===== config.mk =====
export PLATFORM = sky130hd
export DESIGN_NAME = masked_sbox_seq
export DESIGN_NICKNAME = d
export VERILOG_FILES = /design/src/rtl/midori_mask_pkg.sv /design/src/rtl/sbox_lat_tracker.sv /design/src/rtl/masked_sbox_seq.sv
export SDC_FILE = /design/constraint.sdc
export NUM_CORES = 1
export LEC_CHECK = 0
export ABC_AREA = 0
export BUFFER_PORTS_ARGS = -buffer_cell sky130_fd_sc_hd__buf_2
export CAP_MARGIN = 20
export CORE_AREA = 2 2 161 163
export DETAILED_ROUTE_END_ITERATION = 6
export DIE_AREA = 0 0 163 165
export GPL_ROUTABILITY_DRIVEN = 1
export PLACE_DENSITY = 0.73
export SYNTH_ARGS = -nofsm -noshare
export SYNTH_HDL_FRONTEND = slang
export SYNTH_SLANG_ARGS = --single-unit

===== constraint.sdc =====
create_clock -name clk -period 13.6 [get_ports clk]
set_clock_uncertainty 0.1 [all_clocks]
set_input_delay 2.72 -clock clk [delete_from_list [all_inputs] [get_ports clk]]
set_output_delay 2.72 -clock clk [all_outputs]
set_load 0.03 [all_outputs]

===== src/rtl/midori_mask_pkg.sv =====
// Shared types and helpers for the three-share masked Midori S-box layer sequencer.
// Nibble 0 is the most significant nibble of a 64-bit share.
package midori_mask_pkg;

    localparam int NIBBLES = 16;
    localparam int SHARE_W = 64;

    typedef enum logic [1:0] {
        ST_IDLE  = 2'd0,
        ST_RUN   = 2'd1,
        ST_DRAIN = 2'd2,
        ST_DONE  = 2'd3
    } state_t;

    function automatic logic [3:0] nib_sel(input logic [SHARE_W-1:0] v, input logic [3:0] idx);
        return v[SHARE_W-1-4*int'(idx) -: 4];
    endfunction

endpackage


===== src/rtl/sbox_lat_tracker.sv =====
// Valid/index delay line matching the external S-box latency, so each result
// returns tagged with the nibble position it belongs to.
module sbox_lat_tracker #(
    parameter int LAT = 2
) (
    input  logic       clk,
    input  logic       rst,
    input  logic       issue_vld,
    input  logic [3:0] issue_idx,
    output logic       wb_vld,
    output logic [3:0] wb_idx
);

    logic [LAT-1:0] vld_q;
    logic [3:0]     idx_q [LAT];

    always_ff @(posedge clk or posedge rst) begin
        if (rst) begin
            vld_q <= '0;
            for (int i = 0; i < LAT; i++) idx_q[i] <= '0;
        end else begin
            vld_q[0] <= issue_vld;
            idx_q[0] <= issue_idx;
            for (int i = 1; i < LAT; i++) begin
                vld_q[i] <= vld_q[i-1];
                idx_q[i] <= idx_q[i-1];
            end
        end
    end

    assign wb_vld = vld_q[LAT-1];
    assign wb_idx = idx_q[LAT-1];

endmodule


===== src/rtl/masked_sbox_seq.sv =====
// Sequences one S-box layer over three separately held Midori state shares,
// feeding one nibble per cycle to an external masked S-box and writing results back in place.
//
// state    | meaning
// IDLE     | waiting; shares may be loaded, start accepted
// RUN      | issuing nibble cnt to the S-box, writebacks may overlap
// DRAIN    | all nibbles issued, waiting for the last results
// DONE     | layer written back, one-cycle done pulse
module masked_sbox_seq
    import midori_mask_pkg::*;
#(
    parameter int SBOX_LAT = 2,
    parameter int NIBBLES  = midori_mask_pkg::NIBBLES
) (
    input  logic               clk,
    input  logic               rst,
    input  logic               load_i,
    input  logic [SHARE_W-1:0] sh0_i,
    input  logic [SHARE_W-1:0] sh1_i,
    input  logic [SHARE_W-1:0] sh2_i,
    input  logic               start_i,
    output logic [3:0]         sbox_a_o,
    output logic [3:0]         sbox_b_o,
    output logic [3:0]         sbox_c_o,
    output logic               sbox_vld_o,
    input  logic [3:0]         sbox_x_i,
    input  logic [3:0]         sbox_y_i,
    input  logic [3:0]         sbox_z_i,
    output logic [SHARE_W-1:0] sh0_o,
    output logic [SHARE_W-1:0] sh1_o,
    output logic [SHARE_W-1:0] sh2_o,
    output logic               busy_o,
    output logic               done_o
);

    localparam logic [3:0] LAST = 4'(NIBBLES - 1);

    state_t             state, state_nxt;
    logic [3:0]         cnt;
    logic [SHARE_W-1:0] sh0, sh1, sh2;
    logic               issue;
    logic               wb_vld;
    logic [3:0]         wb_idx;

    assign issue = (state == ST_RUN);

    always_ff @(posedge clk or posedge rst) begin
        if (rst) state <= ST_IDLE;
        else     state <= state_nxt;
    end

    always_comb begin
        state_nxt = state;
        case (state)
            ST_IDLE:  if (start_i && !load_i) state_nxt = ST_RUN;
            ST_RUN:   if (cnt == LAST) state_nxt = ST_DRAIN;
            ST_DRAIN: if (wb_vld && wb_idx == LAST) state_nxt = ST_DONE;
            ST_DONE:  state_nxt = ST_IDLE;
            default:  state_nxt = ST_IDLE;
        endcase
    end

    // Saturates at the last nibble; cleared whenever the layer is not issuing.
    always_ff @(posedge clk or posedge rst) begin
        if (rst)                         cnt <= '0;
        else if (!issue)                 cnt <= '0;
        else if (cnt != LAST)            cnt <= cnt + 4'd1;
    end

    sbox_lat_tracker #(
        .LAT (SBOX_LAT)
    ) u_tracker (
        .clk       (clk),
        .rst       (rst),
        .issue_vld (issue),
        .issue_idx (cnt),
        .wb_vld    (wb_vld),
        .wb_idx    (wb_idx)
    );

    // Each share is written only from its own S-box output lane.
    always_ff @(posedge clk or posedge rst) begin
        if (rst) begin
            sh0 <= '0;
            sh1 <= '0;
            sh2 <= '0;
        end else if (state == ST_IDLE && load_i) begin
            sh0 <= sh0_i;
            sh1 <= sh1_i;
            sh2 <= sh2_i;
        end else if (wb_vld) begin
            sh0[SHARE_W-1-4*int'(wb_idx) -: 4] <= sbox_x_i;
            sh1[SHARE_W-1-4*int'(wb_idx) -: 4] <= sbox_y_i;
            sh2[SHARE_W-1-4*int'(wb_idx) -: 4] <= sbox_z_i;
        end
    end

    assign sbox_vld_o = issue;
    assign sbox_a_o   = issue ? nib_sel(sh0, cnt) : 4'h0;
    assign sbox_b_o   = issue ? nib_sel(sh1, cnt) : 4'h0;
    assign sbox_c_o   = issue ? nib_sel(sh2, cnt) : 4'h0;

    assign sh0_o  = sh0;
    assign sh1_o  = sh1;
    assign sh2_o  = sh2;
    assign busy_o = (state == ST_RUN) || (state == ST_DRAIN);
    assign done_o = (state == ST_DONE);

endmodule

# --- Word-level counts from Yosys, hierarchy flattened ---
# Index checks and enable logic that the tools add are counted.
totals:
  register_bits: 208
  output_inout_bits: 207
  elab_cells: 55
classes:
  n_addsub: 4
  eq_ne: 10
  shift: 7
  mux: 18
  reduce_logical: 8
ops:
  columns: ["cell", "n"]
  rows:
  - ["$mux W64", 6]
  - ["$shiftx A4 B33 Y67", 3]
  - ["$shiftx A67 B7 Y4", 3]
  - ["$bwmux W64", 3]
  - ["$shift A4 B33 Y67 const A", 1]
  - ["$neg A7 Y33", 1]
  - ["$mux W4", 5]
  - ["$sub A6 B6 Y7 const A", 2]
  - ["$eq A4 B4 Y1 const B", 2]
  - ["$pmux W2 S4", 1]
  - ["$mux W2", 3]
  - ["$add A4 B1 Y4 const B", 1]
  - ["$eq A2 B2 Y1 const B", 2]
  - ["$ne A2 B1 Y1 const B", 2]
  - ["$ne A2 B2 Y1 const B", 2]
  - ["$ne A4 B4 Y1 const B", 1]
  - ["$logic_and A1 B1 Y1", 3]
  - ["$reduce_and A3 Y1", 1]
  - ["$eq A2 B1 Y1 const B", 1]
  - ["$logic_not A2 Y1", 1]
  - ["$reduce_bool A2 Y1", 1]
  - ["$logic_not A1 Y1", 1]
  - ["$logic_or A1 B1 Y1", 1]

# --- Depth between registers and ports, before layout ---
# Gate-level depths: netlist of run 1.
depth:
  depth_word: 6
  depth_mapped: 8
  ltp_nobuf: 6

# --- Cells and area by module ---
# From an unflattened synthesis of run 1, not the netlist that was laid out.
unflattened:
  hier_cells: 1194
  hier_area_um2: 11124.4
by_module_without_submodules:
  columns: ["mod", "instances", "cells_per_inst", "area_each_um2", "seq_area_each_um2"]
  rows:
  - ["masked_sbox_seq", 1, 1179, 10840.4, 4954.8]
  - ["sbox_lat_tracker", 1, 15, 284.0, 250.2]

# --- Worst setup path before layout of run 1 ---
# OpenSTA, ideal clock, no wires.
synth_timing:
  path_type: "reg-to-output"
  start: "register state[1]"
  end: "output port sbox_a_o[3]"
  t_arrival_ns: 2.065
  setup_slack_ns: 8.715
  stages_incl_launch_ff: 8
  n_path_buf: 1
  cell_sequence: "dfrtp_1 > inv_1 > ha_1 > or2b_1 > clkbuf_1 > a21oi_1 > nand2_1 > a21oi_1"
synth_between:
  elab_chain_cells: 2
synth_lines:
  columns: ["element", "line", "source"]
  rows:
  - ["start, declared", "masked_sbox_seq.sv:38", "state_t state, state_nxt;"]
  - ["start signal, assigned", "masked_sbox_seq.sv:49", "else state <= state_nxt;"]
  - ["$eq A2 B1 Y1", "masked_sbox_seq.sv:45", "assign issue = (state == ST_RUN);"]
  - ["net sbox_vld_o", "masked_sbox_seq.sv:25", "output logic sbox_vld_o,"]
  - ["$mux W4", "masked_sbox_seq.sv:99", "assign sbox_a_o = issue ? nib_sel(sh0, cnt) : 4'h0;"]
  - ["end, declared", "masked_sbox_seq.sv:22", "output logic [3:0] sbox_a_o,"]
# The timed path passes the listed nets, and every way through them passes these cells.

# --- Worst setup path in the final report of run 1 ---
layout_timing:
  start: "register cnt[0]"
  end: "output port sbox_a_o[2]"
layout_between:
  elab_chain_cells: 3
layout_lines:
  columns: ["element", "line", "source"]
  rows:
  - ["start, declared", "masked_sbox_seq.sv:39", "logic [3:0] cnt;"]
  - ["start signal, assigned", "masked_sbox_seq.sv:67", "else if (cnt != LAST) cnt <= cnt + 4'd1;"]
  - ["$sub A6 B6 Y7", "midori_mask_pkg.sv:16", "return v[SHARE_W-1-4*int'(idx) -: 4];"]
  - ["$shiftx A67 B7 Y4", "midori_mask_pkg.sv:16", null]
  - ["$mux W4", "masked_sbox_seq.sv:99", null]
# Every way passes these cells.

==> impl_metrics.env, run 1 <==
export IMPL_routedWlPerCell_um=23.2
export IMPL_slew_headroom=0.270
export IMPL_cts_buffers=23
export IMPL_crit_path_end_kind="primary output"
export IMPL_overflow=0
export IMPL_crit_fanout=40
export IMPL_wl_um=43900
export IMPL_grt_pass1_vias=10617
export IMPL_r2r_start="state[0]$_DFFE_PP0P_"
export IMPL_setup_tns_ns=0
export IMPL_drt_iter0_markers=1570
export IMPL_ys_warn_count=0
export IMPL_worstSkewPairLatency_ns=0.52
export IMPL_grt_total_usage=0.313
export IMPL_drv_cap=0
export IMPL_r2r_slack_ns=10.03
export IMPL_first_pass_iters=6
export IMPL_cts_hold_fix_buffers=0
export IMPL_drv_slew=0
export IMPL_timing_hold_ws_ns=0.249
export IMPL_dpl_worst_slack_ns=8.04
export IMPL_placed_cells=1845
export IMPL_chipHeight_um=165
export IMPL_synthCells=1191
export IMPL_startpoint="cnt[0]$_DFFE_PP0P_"
export IMPL_period_share=0.443
export IMPL_outcome="finished, final reports clean"
export IMPL_clockRootBuffer="clkbuf_16"
export IMPL_fin_nets=1754
export IMPL_fin_crit_ns=6.03
export IMPL_grt_max_degree=143
export IMPL_fin_ws_ns=7.57
export IMPL_endpoint="sbox_a_o[2]"
export IMPL_via_per_inst=5.97
export IMPL_worst_pin_slew_ns=1.09
export IMPL_startpoint_type="flop"
export IMPL_synth_edf_count=0
export IMPL_dieWidth_um=163
export IMPL_synth_fp_nets=1405
export IMPL_gp_congestion=0.910
export IMPL_dr_total_vias=11279
export IMPL_crit_arrival_ns=3.21
export IMPL_critPathSlowestCell="dfrtp_4"
export IMPL_async_reset_ff_frac=1.00
export IMPL_fmax_mhz=166
export IMPL_p_total_mw=3.83
export IMPL_cts_resized=0
export IMPL_criticalPathCategory="reg2out"
export IMPL_synth_flop_cell="dfrtp_1"
export IMPL_h_tree_depth=1
export IMPL_grt_pass1_wl_um=63400
export IMPL_rsz0062_at_grt="no"
export IMPL_synth_distinct_cells=45
export IMPL_dieArea_mm2=0.0269
export IMPL_ant_nets=0
export IMPL_crit_chain="buf_4, mux4_1, mux2i_1, o22ai_1, buf_2"
export IMPL_syn_area_mm2=0.0110
export IMPL_post_cts_setup_buffers=0
export IMPL_ys_seq_area_frac=0.471
export IMPL_crit_path_max_incr_delay_ns=0.70
export IMPL_cts_clk_slew_worst_paths_ns=0.06
export IMPL_setup_viol=0
export IMPL_synth_avg_cell_area_um2=9.27
export IMPL_p_leak_nw=6.50
export IMPL_p_per_area_mw_per_mm2=277
export IMPL_synth_seq_cells=208
export IMPL_coreArea_mm2=0.0250
export IMPL_clockBufferDepth=3
export IMPL_rr_worst_depth=6
export IMPL_area_delta_synth_final_pct=25.2
export IMPL_portBuffers=414
export IMPL_antenna_found_initial=4
export IMPL_num_rows=58
export IMPL_cts_sinks=208
export IMPL_drive_above_1_share=0.323
export IMPL_drcViolationCount=0
export IMPL_rr_endpoint="sh1_o[37]$_DFFE_PP0P_"
export IMPL_initial_core_util=0.441
export IMPL_finalHoldViolCount=0
export IMPL_layout_cells_non_filler=1888
export IMPL_cts_tree="built"
export IMPL_vdd_drop_max_v=0.000148
export IMPL_boundaryPins=415
export IMPL_worstPathRequired_ns=10.78
export IMPL_hold_path_class="reg2reg"
export IMPL_dp_hpwl_um=31800
export IMPL_min_path_cells=0
==> routing by layer <==
layer,GRT usage,vias up,wire length [µm]
met2,0.492,826,20000
met4,0.128,4,1730
met5,0,-,27
li1,-,4924,-
met3,0.0676,148,4800
met1,0.425,5377,17200
==> metrics by stage <==
step / util / cell area, µm²
2_1_floorplan: - / 11000
3_3_place_gp: 0.523 / 13100
3_5_place_dp: 0.523 / 13100
4_1_cts: 0.552 / 13800
5_1_grt: 0.552 / 13800
6_report: 0.552 / 13800
==> sequential cells by signal, summed over array words and instances (netlist names) <==
| register | count |
|---|---|
| u_tracker.vld_q | 2 |
| u_tracker.wb_idx | 4 |
| state | 2 |
| sh2_o | 64 |
| sh1_o | 64 |
| sh0_o | 64 |
| u_tracker.idx_q | 4 |
| cnt | 4 |
==> layout by cell type (no fill, tap or decap), types with 5 or more instances in the layout <==
cell	instances
nor2_1	171
o21ai_1	16
dfrtp_1	205
nand2b_1	6
o22ai_1	71
mux4_1	10
nand3_1	5
ha_1	6
a21oi_1	71
clkbuf_16	23
clkbuf_1	6
mux4_2	28
buf_4	7
nand2_1	268
a31oi_1	97
mux2i_1	67
a22oi_1	6
o21ai_0	19
buf_2	414
==> how the worst min path moves through the flow <==
stage                            startpoint                             to
6_report       u_tracker.idx_q[5]$_DFF_PP0_  u_tracker.wb_idx[1]$_DFF_PP0_
5_1_grt        u_tracker.idx_q[4]$_DFF_PP0_  u_tracker.wb_idx[0]$_DFF_PP0_
4_1_cts        u_tracker.idx_q[4]$_DFF_PP0_  u_tracker.wb_idx[0]$_DFF_PP0_
3_5_place_dp   u_tracker.idx_q[4]$_DFF_PP0_  u_tracker.wb_idx[0]$_DFF_PP0_
3_3_place_gp   u_tracker.idx_q[6]$_DFF_PP0_  u_tracker.wb_idx[2]$_DFF_PP0_
2_1_floorplan  u_tracker.vld_q[0]$_DFF_PP0_   u_tracker.vld_q[1]$_DFF_PP0_
==> Yosys cell counts, types with 2 or more instances <==
cell type    n  area (µm²)
buf_4        8        60.1
o21ai_0     19        95.1
buf_12       3        60.1
and3b_1      2        17.5
mux4_2      28         631
ha_1         6        75.1
o22ai_1     71         444
nand2_2      3        18.8
nand2_1    269        1010
mux2i_1     67         671
clkbuf_1    49         184
a221oi_1     2        17.5
nand2b_1     6        37.5
nand3_1      5        25.0
dfrtp_1    208        5200
buf_6        5        56.3
nor2_1     171         642
inv_1        4        15.0
o211ai_1     2        15.0
buf_2       25         125
a31oi_1     97         607
a211oi_1     3        22.5
o21ai_1     16        80.1
and3_1       2        12.5
buf_1        5        18.8
mux4_1      10         263
nand3b_1     2        15.0
a21oi_1     71         355
a22oi_1      6        45.0
and2_1       5        31.3
nor3_2       4        40.0
nor2b_1      4        25.0
==> layout make-up <==
cell class	instances	area, µm²
fillers	2319	11200
multi-input cells	882	5310
flip-flops and latches	208	5210
repair buffers	421	2120
clock buffers	32	639
well taps	330	413
clock inverters	8	95.1
inverters	4	22.5
diodes	3	7.51
==> where the power goes <==
part / internal, mW / switching [mW]
combinational: 0.658 / 1.31
clock: 0.365 / 0.260
sequential: 0.917 / 0.319
==> worst max-delay path: cells and delay by family, from the launching register on <==
| family | cells | cell delay, ns |
|---|---|---|
| multiplexers | 2 | 0.87 |
| buffers and inverters | 2 | 0.90 |
| AO/OA/AOI/OAI | 1 | 0.16 |
| flip-flops | 1 | 0.70 |
==> logic make-up after synthesis <==
| kind of cell | after synthesis | synth area share |
|---|---|---|
| XOR/XNOR | 1 | 0.000793 |
| AND/OR/NAND/NOR | 479 | 0.175 |
| multiplexers | 106 | 0.143 |
| flip-flops | 208 | 0.471 |
| AO/OA/AOI/OAI | 290 | 0.155 |
| adder cells (fa/ha/maj) | 6 | 0.00680 |
| buffers and inverters | 101 | 0.0486 |
Power figures use the tool's default switching activity.
==> run 2: changes to the inputs <==
Settings changed: ABC_AREA 0 to 1, PLACE_DENSITY 0.73 to 0.76.
Clock period 13.6 ns to 5.6 ns, I/O delays scaled along.
==> impl_metrics.env, run 2 <==
export IMPL_cts_sinks=208
export IMPL_synth_most_common_cell="nand2_1"
export IMPL_vdd_drop_max_v=0.000326
export IMPL_grt_pass1_vias=12440
export IMPL_cts_resized=0
export IMPL_wl_um=45400
export IMPL_fin_crit_ns=4.19
export IMPL_ys_warn_count=0
export IMPL_setup_viol=0
export IMPL_utilization=0.581
export IMPL_antenna_found_initial=0
export IMPL_num_rows=58
export IMPL_dp_hpwl_um=33500
export IMPL_cts_clk_slew_worst_paths_ns=0.06
export IMPL_drive_above_1_share=0.240
export IMPL_crit_arrival_ns=2.97
export IMPL_path_delay_family="buffers and inverters"
export IMPL_synthTopCellsByArea="dfrtp_1 44%, nand2_1 28%, nand3_1 13%, inv_1 3.9%, clkbuf_1 1.5%"
export IMPL_timing_hold_ws_ns=0.247
export IMPL_yosys_area_top_type="dfrtp_1"
export IMPL_hp_start="u_tracker.idx_q[7]$_DFF_PP0_"
export IMPL_dieArea_mm2=0.0269
export IMPL_dieWidth_um=163
export IMPL_drv_slew=0
export IMPL_async_reset_ff_frac=1.00
export IMPL_drcViolationCount=0
export IMPL_ys_seq_area_frac=0.444
export IMPL_routedWlPerCell_um=18.8
export IMPL_cts_tree="built"
export IMPL_dr_total_vias=13107
export IMPL_fin_ws_ns=1.41
export IMPL_grt_max_degree=114
export IMPL_netlist_area_leader_share=0.444
export IMPL_synth_distinct_cells=28
export IMPL_h_tree_depth=1
export IMPL_finalHoldViolCount=0
export IMPL_diodes=0
export IMPL_syn_area_mm2=0.0117
export IMPL_initial_core_util=0.468
export IMPL_final_common_cell="nand2_1"
export IMPL_crit_path_frequent_cell="nand3_1"
export IMPL_criticalPathCategory="reg2out"
export IMPL_first_pass_iters=6
export IMPL_area_delta_synth_final_pct=24.2
export IMPL_synth_fp_nets=1930
export IMPL_crit_path_max_incr_delay_ns=0.53
export IMPL_drv_cap=0
export IMPL_clockBufferDepth=3
export IMPL_startpoint_type="flop"
export IMPL_worstPathRequired_ns=4.38
export IMPL_cts_buffers=23
export IMPL_critPathSlowestCell="clkinv_2"
export IMPL_mostFrequentLayoutCells="868 x nand2_1, 414 x buf_2, 303 x nand3_1"
export IMPL_outcome="finished, final reports clean"
export IMPL_crit_fanout=51
export IMPL_startpoint="cnt[0]$_DFFE_PP0P_"
export IMPL_boundaryPins=415
export IMPL_p_leak_nw=8.01
export IMPL_n_fill_cell=2460
export IMPL_p_per_area_mw_per_mm2=648
export IMPL_fin_nets=2284
export IMPL_period_share=0.748
export IMPL_r2r_start="state[0]$_DFFE_PP0P_"
export IMPL_portBuffers=414
export IMPL_synth_avg_cell_area_um2=6.82
export IMPL_rsz0062_at_grt="no"
export IMPL_setup_tns_ns=0
export IMPL_grt_pass1_wl_um=68200
export IMPL_synth_flop_cell="dfrtp_1"
export IMPL_ant_nets=0
export IMPL_cts_hold_fix_buffers=0
export IMPL_overflow=0
export IMPL_clockRootBuffer="clkbuf_16"
export IMPL_p_total_mw=9.43
export IMPL_drt_iter0_markers=1561
export IMPL_path_buf_inv=3
export IMPL_crit_path_end_kind="primary output"
export IMPL_worst_pin_slew_ns=1.10
export IMPL_synth_seq_cells=208
export IMPL_fmax_mhz=239
export IMPL_gp_congestion=0.946
export IMPL_slew_headroom=0.264
export IMPL_synth_edf_count=0
export IMPL_hold_path_class="reg2reg"
export IMPL_via_per_inst=5.43
export IMPL_worstSkewPairLatency_ns=0.51
export IMPL_post_cts_setup_buffers=0
export IMPL_multiInputGateArea_mm2=0.00556
export IMPL_crit_chain="clkinv_2, buf_4, nand2_1, nand3_1, nand3_1, nand3_1, a21oi_1, buf_2"
export IMPL_chipHeight_um=165
export IMPL_dpl_worst_slack_ns=1.94
export IMPL_r2r_slack_ns=2.34
export IMPL_yosys_top_cells_count="868 x nand2_1, 303 x nand3_1, 208 x dfrtp_1"
export IMPL_coreArea_mm2=0.0250
export IMPL_place_area_mm2=0.0138
export IMPL_layout_cells_non_filler=2414
export IMPL_regArea_mm2=0.00521
export IMPL_synthCells=1716
export IMPL_stdcell_area_mm2=0.0145
export IMPL_grt_total_usage=0.330
export IMPL_placed_cells=2375
-- run 2: cell count changes after synthesis, sizes merged, moves of 57 or more --
cell,before,now
a21oi,71,14
a31oi,97,0
inv,4,126
mux2i,67,0
nand2,272,871
nand3,5,303
nor2,172,56
o22ai,71,0
-- run 2: cell families after synthesis --
kind of cell,share of synthesized area
buf+inv,0.0810
fa+ha+maj,0.00641
simple gates,0.445
flops,0.444
compound gates,0.0229
-- run 2: cell type report --
class,count,share of cell area
Inverter,126,0.0334
Timing Repair Buffer,425,0.149
Sequential cell,208,0.358
Clock buffer,34,0.0458
Multi-Input combinational cell,1286,0.382
Tap cell,330,0.0284
Clock inverter,5,0.00344
-- run 2: power breakdown --
group          switching, mW  internal [mW]
Combinational           3.68           1.35
Clock                  0.608          0.863
Sequential             0.712           2.21
-- run 2: per-layer routing --
| layer | GRT usage | part of all wire |
|---|---|---|
| met5 | 0 | 0 |
| met4 | 0.144 | 0.041 |
| met3 | 0.0530 | 0.090 |
| met2 | 0.550 | 0.48 |
| met1 | 0.426 | 0.39 |
-- run 2: worst reg2reg max path, stage by stage (launching register included) --
cell and delay (ns):
dfrtp_1 0.42, inv_1 0.12, ha_1 0.22, nand2_1 0.35
inv_6 0.70, buf_4 0.74, nor2_2 0.30, nand2_1 0.11
nand3_1 0.08
-- run 2: final timing paths --
kind / cells past startpoint / to
setup / recovery: 8 / sbox_b_o[3]
setup reg to reg: 8 / sh2_o[45]$_DFFE_PP0P_
hold reg to reg: 0 / u_tracker.wb_idx[3]$_DFF_PP0_
max in group asynchronous: 3 / sh2_o[12]$_DFFE_PP0P_
hold / removal: 0 / u_tracker.wb_idx[3]$_DFF_PP0_
min in group asynchronous: 2 / sh1_o[45]$_DFFE_PP0P_
